===== src/rtl/alu_pkg.sv =====
// alu_pkg: shared definitions for the ALU issue controller.
//   - opcode and logic sub-select constants understood by alu_top
//   - alu_cmd_t: 13-bit buffered command {a, b, opcode, logic_sel}
//   - issue_state_t: issue FSM states
//   - is_div0(): flags a divide/modulo command whose divisor is zero
package alu_pkg;

  localparam logic [2:0] OP_ADD   = 3'b000;
  localparam logic [2:0] OP_SUB   = 3'b001;
  localparam logic [2:0] OP_LOGIC = 3'b010;
  localparam logic [2:0] OP_DIV   = 3'b011;
  localparam logic [2:0] OP_MUL   = 3'b100;
  localparam logic [2:0] OP_ROL   = 3'b101;
  localparam logic [2:0] OP_ROR   = 3'b110;
  localparam logic [2:0] OP_MOD   = 3'b111;

  localparam logic [1:0] LS_AND = 2'b00;
  localparam logic [1:0] LS_OR  = 2'b01;
  localparam logic [1:0] LS_XOR = 2'b10;
  localparam logic [1:0] LS_NOT = 2'b11;

  typedef struct packed {
    logic [3:0] a;
    logic [3:0] b;
    logic [2:0] opcode;
    logic [1:0] logic_sel;
  } alu_cmd_t;

  typedef enum logic [1:0] {
    IDLE = 2'b00,
    EXEC = 2'b01,
    RESP = 2'b10
  } issue_state_t;

  function automatic logic is_div0(input logic [2:0] opcode, input logic [3:0] b);
    return ((opcode == OP_DIV) || (opcode == OP_MOD)) && (b == 4'h0);
  endfunction

endpackage


===== src/rtl/alu_cmd_fifo.sv =====
// alu_cmd_fifo: DEPTH-entry synchronous FIFO of alu_cmd_t.
//   push/push_data : write side, ignored while full
//   pop/pop_data   : read side, pop_data is the current head (show-ahead)
//   full/empty     : occupancy flags
//   count          : occupied entries, 0..DEPTH
// DEPTH must be a power of two so the pointers wrap naturally.
module alu_cmd_fifo
  import alu_pkg::*;
#(
  parameter int DEPTH = 4
) (
  input  logic                     clk,
  input  logic                     rst_n,
  input  logic                     push,
  input  alu_cmd_t                 push_data,
  input  logic                     pop,
  output alu_cmd_t                 pop_data,
  output logic                     full,
  output logic                     empty,
  output logic [$clog2(DEPTH):0]   count
);

  localparam int PTR_W = $clog2(DEPTH);

  alu_cmd_t         mem_r [DEPTH];
  logic [PTR_W-1:0] wr_ptr_r;
  logic [PTR_W-1:0] rd_ptr_r;
  logic [PTR_W:0]   count_r;
  logic             do_push_s;
  logic             do_pop_s;

  assign full      = (count_r == (PTR_W+1)'(DEPTH));
  assign empty     = (count_r == (PTR_W+1)'(1'b0));
  assign count     = count_r;
  assign pop_data  = mem_r[rd_ptr_r];
  assign do_push_s = push && !full;
  assign do_pop_s  = pop && !empty;

  // Storage write; entries need no reset because count_r gates visibility.
  always_ff @(posedge clk) begin
    if (do_push_s) begin
      mem_r[wr_ptr_r] <= push_data;
    end
  end

  // Pointers and occupancy; a simultaneous push and pop leaves count unchanged.
  always_ff @(posedge clk or negedge rst_n) begin
    if (!rst_n) begin
      wr_ptr_r <= PTR_W'(1'b0);
      rd_ptr_r <= PTR_W'(1'b0);
      count_r  <= (PTR_W+1)'(1'b0);
    end else begin
      if (do_push_s) begin
        wr_ptr_r <= wr_ptr_r + PTR_W'(1'b1);
      end
      if (do_pop_s) begin
        rd_ptr_r <= rd_ptr_r + PTR_W'(1'b1);
      end
      case ({do_push_s, do_pop_s})
        2'b10:   count_r <= count_r + (PTR_W+1)'(1'b1);
        2'b01:   count_r <= count_r - (PTR_W+1)'(1'b1);
        default: count_r <= count_r;
      endcase
    end
  end

endmodule


===== src/rtl/alu_issue_ctrl.sv =====
// alu_issue_ctrl: command buffer and issue controller in front of alu_top.
//   cmd_*        : command input handshake (valid/ready) with operands
//   alu_*        : operands to the combinational alu_top, result back in
//   rsp_*        : registered result and its opcode, valid/ready handshake
//   fifo_count   : buffered commands, 0..DEPTH
//   rsp_err      : only when ALU_ISSUE_DIV0_FLAG_EN is defined; flags
//                  DIV/MOD by zero, held alongside rsp_result
// Capacity is DEPTH buffered commands plus one in the operand registers.
module alu_issue_ctrl
  import alu_pkg::*;
#(
  parameter int DEPTH = 4
) (
  input  logic                     clk,
  input  logic                     rst_n,
  input  logic                     cmd_valid,
  output logic                     cmd_ready,
  input  logic [3:0]               cmd_a,
  input  logic [3:0]               cmd_b,
  input  logic [2:0]               cmd_opcode,
  input  logic [1:0]               cmd_logic_sel,
  output logic [3:0]               alu_a,
  output logic [3:0]               alu_b,
  output logic [2:0]               alu_opcode,
  output logic [1:0]               alu_logic_sel,
  input  logic [7:0]               alu_result,
  output logic                     rsp_valid,
  input  logic                     rsp_ready,
  output logic [7:0]               rsp_result,
  output logic [2:0]               rsp_opcode,
`ifdef ALU_ISSUE_DIV0_FLAG_EN
  output logic                     rsp_err,
`endif
  output logic [$clog2(DEPTH):0]   fifo_count
);

  issue_state_t state_r;
  alu_cmd_t     op_r;
  alu_cmd_t     head_s;
  alu_cmd_t     cmd_s;
  logic         full_s;
  logic         empty_s;
  logic         push_s;
  logic         pop_s;
  logic         rsp_valid_r;
  logic [7:0]   rsp_result_r;
  logic [2:0]   rsp_opcode_r;
`ifdef ALU_ISSUE_DIV0_FLAG_EN
  logic         rsp_err_r;
`endif

  assign cmd_s     = '{a: cmd_a, b: cmd_b, opcode: cmd_opcode, logic_sel: cmd_logic_sel};
  assign cmd_ready = !full_s;
  assign push_s    = cmd_valid && !full_s;

  alu_cmd_fifo #(
    .DEPTH (DEPTH)
  ) u_fifo (
    .clk       (clk),
    .rst_n     (rst_n),
    .push      (push_s),
    .push_data (cmd_s),
    .pop       (pop_s),
    .pop_data  (head_s),
    .full      (full_s),
    .empty     (empty_s),
    .count     (fifo_count)
  );

  // Pop the head whenever the operand registers are free: in IDLE, or in
  // RESP on the cycle the current response is accepted.
  always_comb begin
    pop_s = 1'b0;
    case (state_r)
      IDLE:    pop_s = !empty_s;
      RESP:    pop_s = rsp_ready && !empty_s;
      default: pop_s = 1'b0;
    endcase
  end

  // Issue FSM: operand registers, result capture and response handshake.
  always_ff @(posedge clk or negedge rst_n) begin
    if (!rst_n) begin
      state_r      <= IDLE;
      op_r         <= '{a: 4'h0, b: 4'h0, opcode: 3'b000, logic_sel: 2'b00};
      rsp_valid_r  <= 1'b0;
      rsp_result_r <= 8'h00;
      rsp_opcode_r <= 3'b000;
`ifdef ALU_ISSUE_DIV0_FLAG_EN
      rsp_err_r    <= 1'b0;
`endif
    end else begin
      case (state_r)
        IDLE: begin
          rsp_valid_r <= 1'b0;
          if (!empty_s) begin
            op_r    <= head_s;
            state_r <= EXEC;
          end
        end
        EXEC: begin
          rsp_result_r <= alu_result;
          rsp_opcode_r <= op_r.opcode;
`ifdef ALU_ISSUE_DIV0_FLAG_EN
          rsp_err_r    <= is_div0(op_r.opcode, op_r.b);
`endif
          rsp_valid_r  <= 1'b1;
          state_r      <= RESP;
        end
        RESP: begin
          if (rsp_ready) begin
            rsp_valid_r <= 1'b0;
            if (!empty_s) begin
              op_r    <= head_s;
              state_r <= EXEC;
            end else begin
              state_r <= IDLE;
            end
          end
        end
        default: begin
          rsp_valid_r <= 1'b0;
          state_r     <= IDLE;
        end
      endcase
    end
  end

  assign alu_a         = op_r.a;
  assign alu_b         = op_r.b;
  assign alu_opcode    = op_r.opcode;
  assign alu_logic_sel = op_r.logic_sel;
  assign rsp_valid     = rsp_valid_r;
  assign rsp_result    = rsp_result_r;
  assign rsp_opcode    = rsp_opcode_r;
`ifdef ALU_ISSUE_DIV0_FLAG_EN
  assign rsp_err       = rsp_err_r;
`endif

endmodule


===== config.mk =====
export PLATFORM = sky130hd
export DESIGN_NAME = alu_issue_ctrl
export DESIGN_NICKNAME = d
export VERILOG_FILES = /design/src/rtl/alu_pkg.sv /design/src/rtl/alu_cmd_fifo.sv /design/src/rtl/alu_issue_ctrl.sv
export SDC_FILE = /design/constraint.sdc
export NUM_CORES = 1
export LEC_CHECK = 0
export CAP_MARGIN = 25
export CORE_MARGIN = 1.5
export CORE_UTILIZATION = 40
export DETAILED_ROUTE_END_ITERATION = 12
export HOLD_SLACK_MARGIN = 0.05
export PLACE_DENSITY = 0.75
export SETUP_SLACK_MARGIN = 0.05
export SLEW_MARGIN = 15
export SYNTH_ARGS = -nofsm -noshare
export SYNTH_HDL_FRONTEND = slang
export SYNTH_SLANG_ARGS = --single-unit

===== constraint.sdc =====
create_clock -name clk -period 2.1 [get_ports clk]
set_input_delay 0.63 -clock clk [delete_from_list [all_inputs] [get_ports clk]]
set_output_delay 0.63 -clock clk [all_outputs]
set_load 0.005 [all_outputs]

== Word level (Yosys, flattened, before mapping) ==
Memory sizes are Yosys's and may differ from the RTL's.
Index checks and enable logic that the tools add are counted.
Cells by class
  muxes and demuxes: 13
  $add $sub $neg: 4
  reduce and logical (&&, ||, !) cells: 12
  eq/ne operators: 7
Operators by type and width (number)
  $mux 13: 2
  $pmux 13 s2: 1
  $pmux 2 s3: 1
  $pmux 3 s2: 1
  $add 2x1->2 const B: 2
  $eq 2x1->1 const B: 2
  $eq 2x2->1 const B: 2
  $logic_and 1x1->1: 4
  $mux 1: 4
  $mux 2: 2
  $ne 2x2->1 const B: 2
  $pmux 1 s2: 2
  $reduce_and 2->1: 2
  $reduce_bool 2->1: 2
  $add 3x1->3 const B: 1
  $eq 3x3->1 const B: 1
  $logic_not 3->1: 1
  $sub 3x1->3 const B: 1
  $logic_not 1->1: 2
  $logic_not 2->1: 1
Word-level totals
  input bits: 25
  memories: 1
  flip-flop bits (word level): 34
  output and inout port bits: 29
  word-level logic and storage cells: 48
  bits in writable memories: 52
Memories
  u_fifo.mem_r: words 4, width 13, rd ports 1, clocked after memory_dff 0, wr ports 1, line alu_cmd_fifo.sv:25  | alu_cmd_t mem_r [DEPTH];

== Depth between registers and ports, before layout ==
  depth after elaboration: 7
  gate-level depth with buffers: 9
  depth with buffers taken out: 9

== Hierarchy ==
A second synthesis with hierarchy kept.
Second synthesis, totals
  cell total of the unflattened synthesis: 167
  area total of the unflattened synthesis: 3423.3 um2
Modules (own cells, without submodules)
  alu_cmd_fifo: seq. area each 1736.7 um2, times used 1, area each 2334.7 um2, cells an instance 105
  alu_issue_ctrl: seq. area each 675.6 um2, times used 1, area each 1088.5 um2, cells an instance 62

== Worst setup path before layout ==
No wires, ideal clock.
  path kind: input -> register
  from: input rsp_ready
  to: register u_fifo.count_r[2], in the netlist u_fifo.count[2]
  stages: 9
  buffers on the path: 1
  slack: -0.096 ns
  required time: 2.021 ns
  arrival time: 2.117 ns
  library setup time: 0.079 ns
  path through: nor2b_1 > nor3_4 > buf_6 > ha_1 > inv_1 > fa_1 > xor2_1 > nor2_1 > xor2_1
Between the ends
  cells in the longest elaborated chain, start to end: 5
  elaborated cells between the ends (all ways): 7
  classes of those cells: 2 x eq/ne; 2 x mux; 3 x reduce/logical
Ends and longest elaborated chain
  from (decl): line alu_issue_ctrl.sv:28  | input logic rsp_ready,
  $logic_and 1x1->1 (*): line alu_issue_ctrl.sv:76  | RESP: pop_s = rsp_ready && !empty_s;
  $pmux 1 s2 (*): line alu_issue_ctrl.sv:74  | case (state_r)
  $logic_and 1x1->1 (*): line alu_cmd_fifo.sv:37  | assign do_pop_s = pop && !empty;
  via u_fifo.do_pop_s: line alu_cmd_fifo.sv:30  | logic do_pop_s;
  $eq 2x1->1 or $eq 2x2->1 (tied branches): line alu_cmd_fifo.sv:59  | case ({do_push_s, do_pop_s})
  $pmux 3 s2 or $reduce_bool 2->1 (tied branches)
  to (signal assigned): line alu_cmd_fifo.sv:60  | 2'b10: count_r <= count_r + (PTR_W+1)'(1'b1);
  to (signal assigned): line alu_cmd_fifo.sv:61  | 2'b01: count_r <= count_r - (PTR_W+1)'(1'b1);
  to (signal assigned): line alu_cmd_fifo.sv:62  | default: count_r <= count_r;
  to (decl): line alu_cmd_fifo.sv:28  | logic [PTR_W:0] count_r;
The timed path passes the listed nets; every way through them passes the cells marked *.
A chain may end at the register's enable or synchronous reset.

== Worst setup path in the final report ==
  from: register u_fifo.count_r[0], in the netlist u_fifo.count[0]
  to: output cmd_ready
Between the ends
  cells in the longest elaborated chain, start to end: 2
Ends and longest elaborated chain
  from (signal assigned): line alu_cmd_fifo.sv:51  | count_r <= (PTR_W+1)'(1'b0);
  from (signal assigned): line alu_cmd_fifo.sv:60
  from (signal assigned): line alu_cmd_fifo.sv:61
  $eq 3x3->1: line alu_cmd_fifo.sv:32  | assign full = (count_r == (PTR_W+1)'(DEPTH));
  $logic_not 1->1: line alu_issue_ctrl.sv:53  | assign cmd_ready = !full_s;
  to (decl): line alu_issue_ctrl.sv:17  | output logic cmd_ready,
Every way passes these cells.

==> key figures <==
Die
  – Die width: 94.9 µm
  – Initial Util: about two fifths
  – Die Span Y: around 95 µm
  – Core area: roughly 8000 µm²
  – Die Area: about 9000 µm²
  – Io pins: 54
  – Cell Rows: 33

Synth
  – Dominant cells by area after synthesis: edfxtp_1, dfrtp_1, mux2_2
  – YS warnings: 0
  – Gate Count Post-Synth: 164
  – Share of the synthesized area in the top cell type: 46.2%
  – Seq/Total Area, Yosys: 71.4%
  – Netlist cell types: 27
  – Syn_area_per_cell: approximately 21 µm²
  – Mapped Nets: around 200
  – Post-Syn Area: around 3400 µm²
  – Post-synthesis register bit count: 86
  – Synth area leader: edfxtp_1

Drt
  – Vias/cell: approximately 4.8
  – 1st-iter DRT viols: approximately 110
  – DR WL/cell: between 15 and 20 µm
  – Top layer in use: met4
  – Pre-antenna DRT Iters: 4
  – Vias after detailed routing: around 1700
  – DRT Wirelength: 5.67 mm
  – Met3 wire length: 277 µm
  – Met2 routed wirelength: 2.77 mm
  – Metal-1 WL: ~2.5 mm
  – Post-route ant nets: 0
  – Drc violations: 0

Placement
  – Number of I/O port buffers: 53
  – Placement Setup Slack: -0.329 ns
  – Post-DP Area: around 4200 µm²
  – Dpl cells: 335
  – DP HPWL: about 3.8 mm
  – Final GP Congestion: approximately 0.69

Worst setup path
  – CP required: about 1.5 ns
  – Crit-path slowest cell: or3b_4
  – Worst path bufs/invs: 2
  – Crit-path cells: or3b_4 > buf_6 > buf_6
  – Element type at the critical path end: output port
  – Worst Path Arrival: about 1.4 ns
  – WS Path Type: reg2out
  – Worst r2r path cells: 9
  – Most used cell, CP: buf_6
  – Crit path launch type: flip-flop
  – Family with the most delay on the worst path: simple AND/OR/NAND/NOR gates
  – Levels on crit path: 3
  – CP peak stage delay: between 0.4 and 0.5 ns
  – Crit-path max FO: 2

Layout
  – Syn-to-layout area delta: 31.0%
  – Utilization after layout: approximately 54%
  – Share of layout cells above drive strength 1: 31.9%
  – Ant diodes: 0
  – Fillcell total: ~660
  – # nets final: around 280
  – Non-Filler Cell Area, Final: around 4400 µm²
  – Post-Layout Cell Count: 356

STA
  – Setup violators final: 0
  – Slew Viols, Final: 0
  – Hold Vio Cnt, Final: 0
  – WHS: approximately 0.31 ns
  – Period utilization: between 90% and 100%
  – Min Tclk post-route: roughly 2.0 ns
  – Clock skew: around 0.012 ns
  – Total negative slack: 0 ns
  – F_max: 0.500 GHz
  – Worst slew margin: approximately 70%
  – RSZ-0062 raised after global routing: yes
  – Final Worst Setup Slack: a little under 0.1 ns
  – Slew @ Worst Pin: between 0.4 and 0.5 ns

Global route
  – Vias in the first global route: roughly 1700
  – First-pass GRT wire length: approximately 8.8 mm
  – Overflow after GRT: 0
  – GRT Resource Usage Total: 13.8%
  – Largest net degree at the start of global routing: 35
  – Initial antenna violation count: 0

Power
  – Pwr per Cell Area: approximately 1400 nW/µm²
  – Peak VDD IR: 0.557 mV
  – Static Leak: 1.72 nW
  – Power consumption: between 6 and 7 mW

Clock tree
  – Worst-path clk slew: 0.08 ns
  – CTS root buf: clkbuf_8
  – Total CTS buffers: 9
  – Num Clock Sinks: 86
  – Clk_lat worst skew: ~0.35 ns
  – Max H-tree Level: 3
  – Max Buffers Root-to-Sink: 2
  – TritonCTS clock tree: yes

Min path
  – Hold/Removal Path Class: in2async

Job
  – Max-Cap Viols: 0

Status
  – Outcome: complete, no violations
## kinds of logic after synthesis
family	Yosys count	share of synthesized area, %
compound gates	2	0.445
xor+xnor	6	1.56
fa+ha+maj	6	2.44
buf+inv	12	2.41
flops	86	71.4
mux	39	18.7
simple gates	13	3.00
## path summary, 6_finish.rpt
kind                                 start              end  slack [ns]
hold / removal                       rst_n         alu_a[0]        0.31
hold reg to reg                  rsp_valid        rsp_valid        0.50
setup / recovery           u_fifo.count[0]        cmd_ready         0.1
min in group clk                 rsp_valid        rsp_valid        0.50
setup reg to reg           u_fifo.count[0]  u_fifo.count[2]        0.12
max in group asynchronous            rst_n    alu_opcode[1]        1.46
## state kept, by name, indices dropped and copies added (netlist names)
register	flops
alu_b	4
u_fifo.count	3
u_fifo.rd_ptr_r	2
u_fifo.wr_ptr_r	2
alu_opcode	3
alu_a	4
rsp_valid	1
state_r	2
u_fifo.mem_r	52
rsp_result	8
alu_logic_sel	2
rsp_opcode	3
## per-layer routing
metal,global-route usage (%),vias up
met5,0,-
met4,7.09,0
met3,4.19,6
met2,21.4,45
met1,17.6,863
li1,-,792
## timing repair
action                     4_1_cts  5_1_grt
gates resized for setup          6        3
buffers inserted                 2        3
pin swaps                        2        5
setup endpoints to repair        2        3
hold buffers                     0        0
## cells in the mapped netlist, drive strengths merged
cell type	n
a21o	1
and2	1
and3	4
buf	5
dfrtp	34
edfxtp	52
fa	1
ha	5
inv	7
mux2	25
mux2i	1
mux4	13
nor2	1
nor2b	2
nor3	3
nor4b	1
o21a	1
or3b	1
xnor2	2
xor2	4
## placed cells by master (no fill, tap or decap), drive strengths merged
master / netlist / layout
edfxtp: 52 / 52
clkdlybuf4s50: 0 / 50
dfrtp: 34 / 34
buf: 5 / 25
mux2: 25 / 25
clkbuf: 0 / 14
mux4: 13 / 13
inv: 7 / 7
ha: 5 / 5
and3: 4 / 4
xor2: 4 / 4
nor3: 3 / 3
xnor2: 2 / 2
nor2b: 2 / 2
or3b: 1 / 1
and2: 1 / 1
nor4b: 1 / 1
a21o: 1 / 1
o21a: 1 / 1
mux2i: 1 / 1
nor2: 1 / 1
fa: 1 / 1
clkinv: 0 / 1
clkinvlp: 0 / 1
dlymetal6s2s: 0 / 1
## area by class of cell
class                           instances  area (µm²)  share of cell area [%]
Sequential cell                        86        2410                    54.5
Timing Repair Buffer                   76         756                    17.1
Clock inverter                          2        12.5                   0.283
Inverter                                7        28.8                   0.650
Tap cell                              105         131                    2.97
Multi-Input combinational cell         66         902                    20.4
Clock buffer                           14         184                    4.15
## power by group
part	leakage [nW]	internal [mW]	switching [mW]	total, mW
clock	0.0978	0.566	0.535	1.10
combinational	0.741	1.70	0.939	2.64
sequential	0.877	2.38	0.288	2.66
total	1.72	4.64	1.76	6.41
Power figures use the tool's default switching activity.
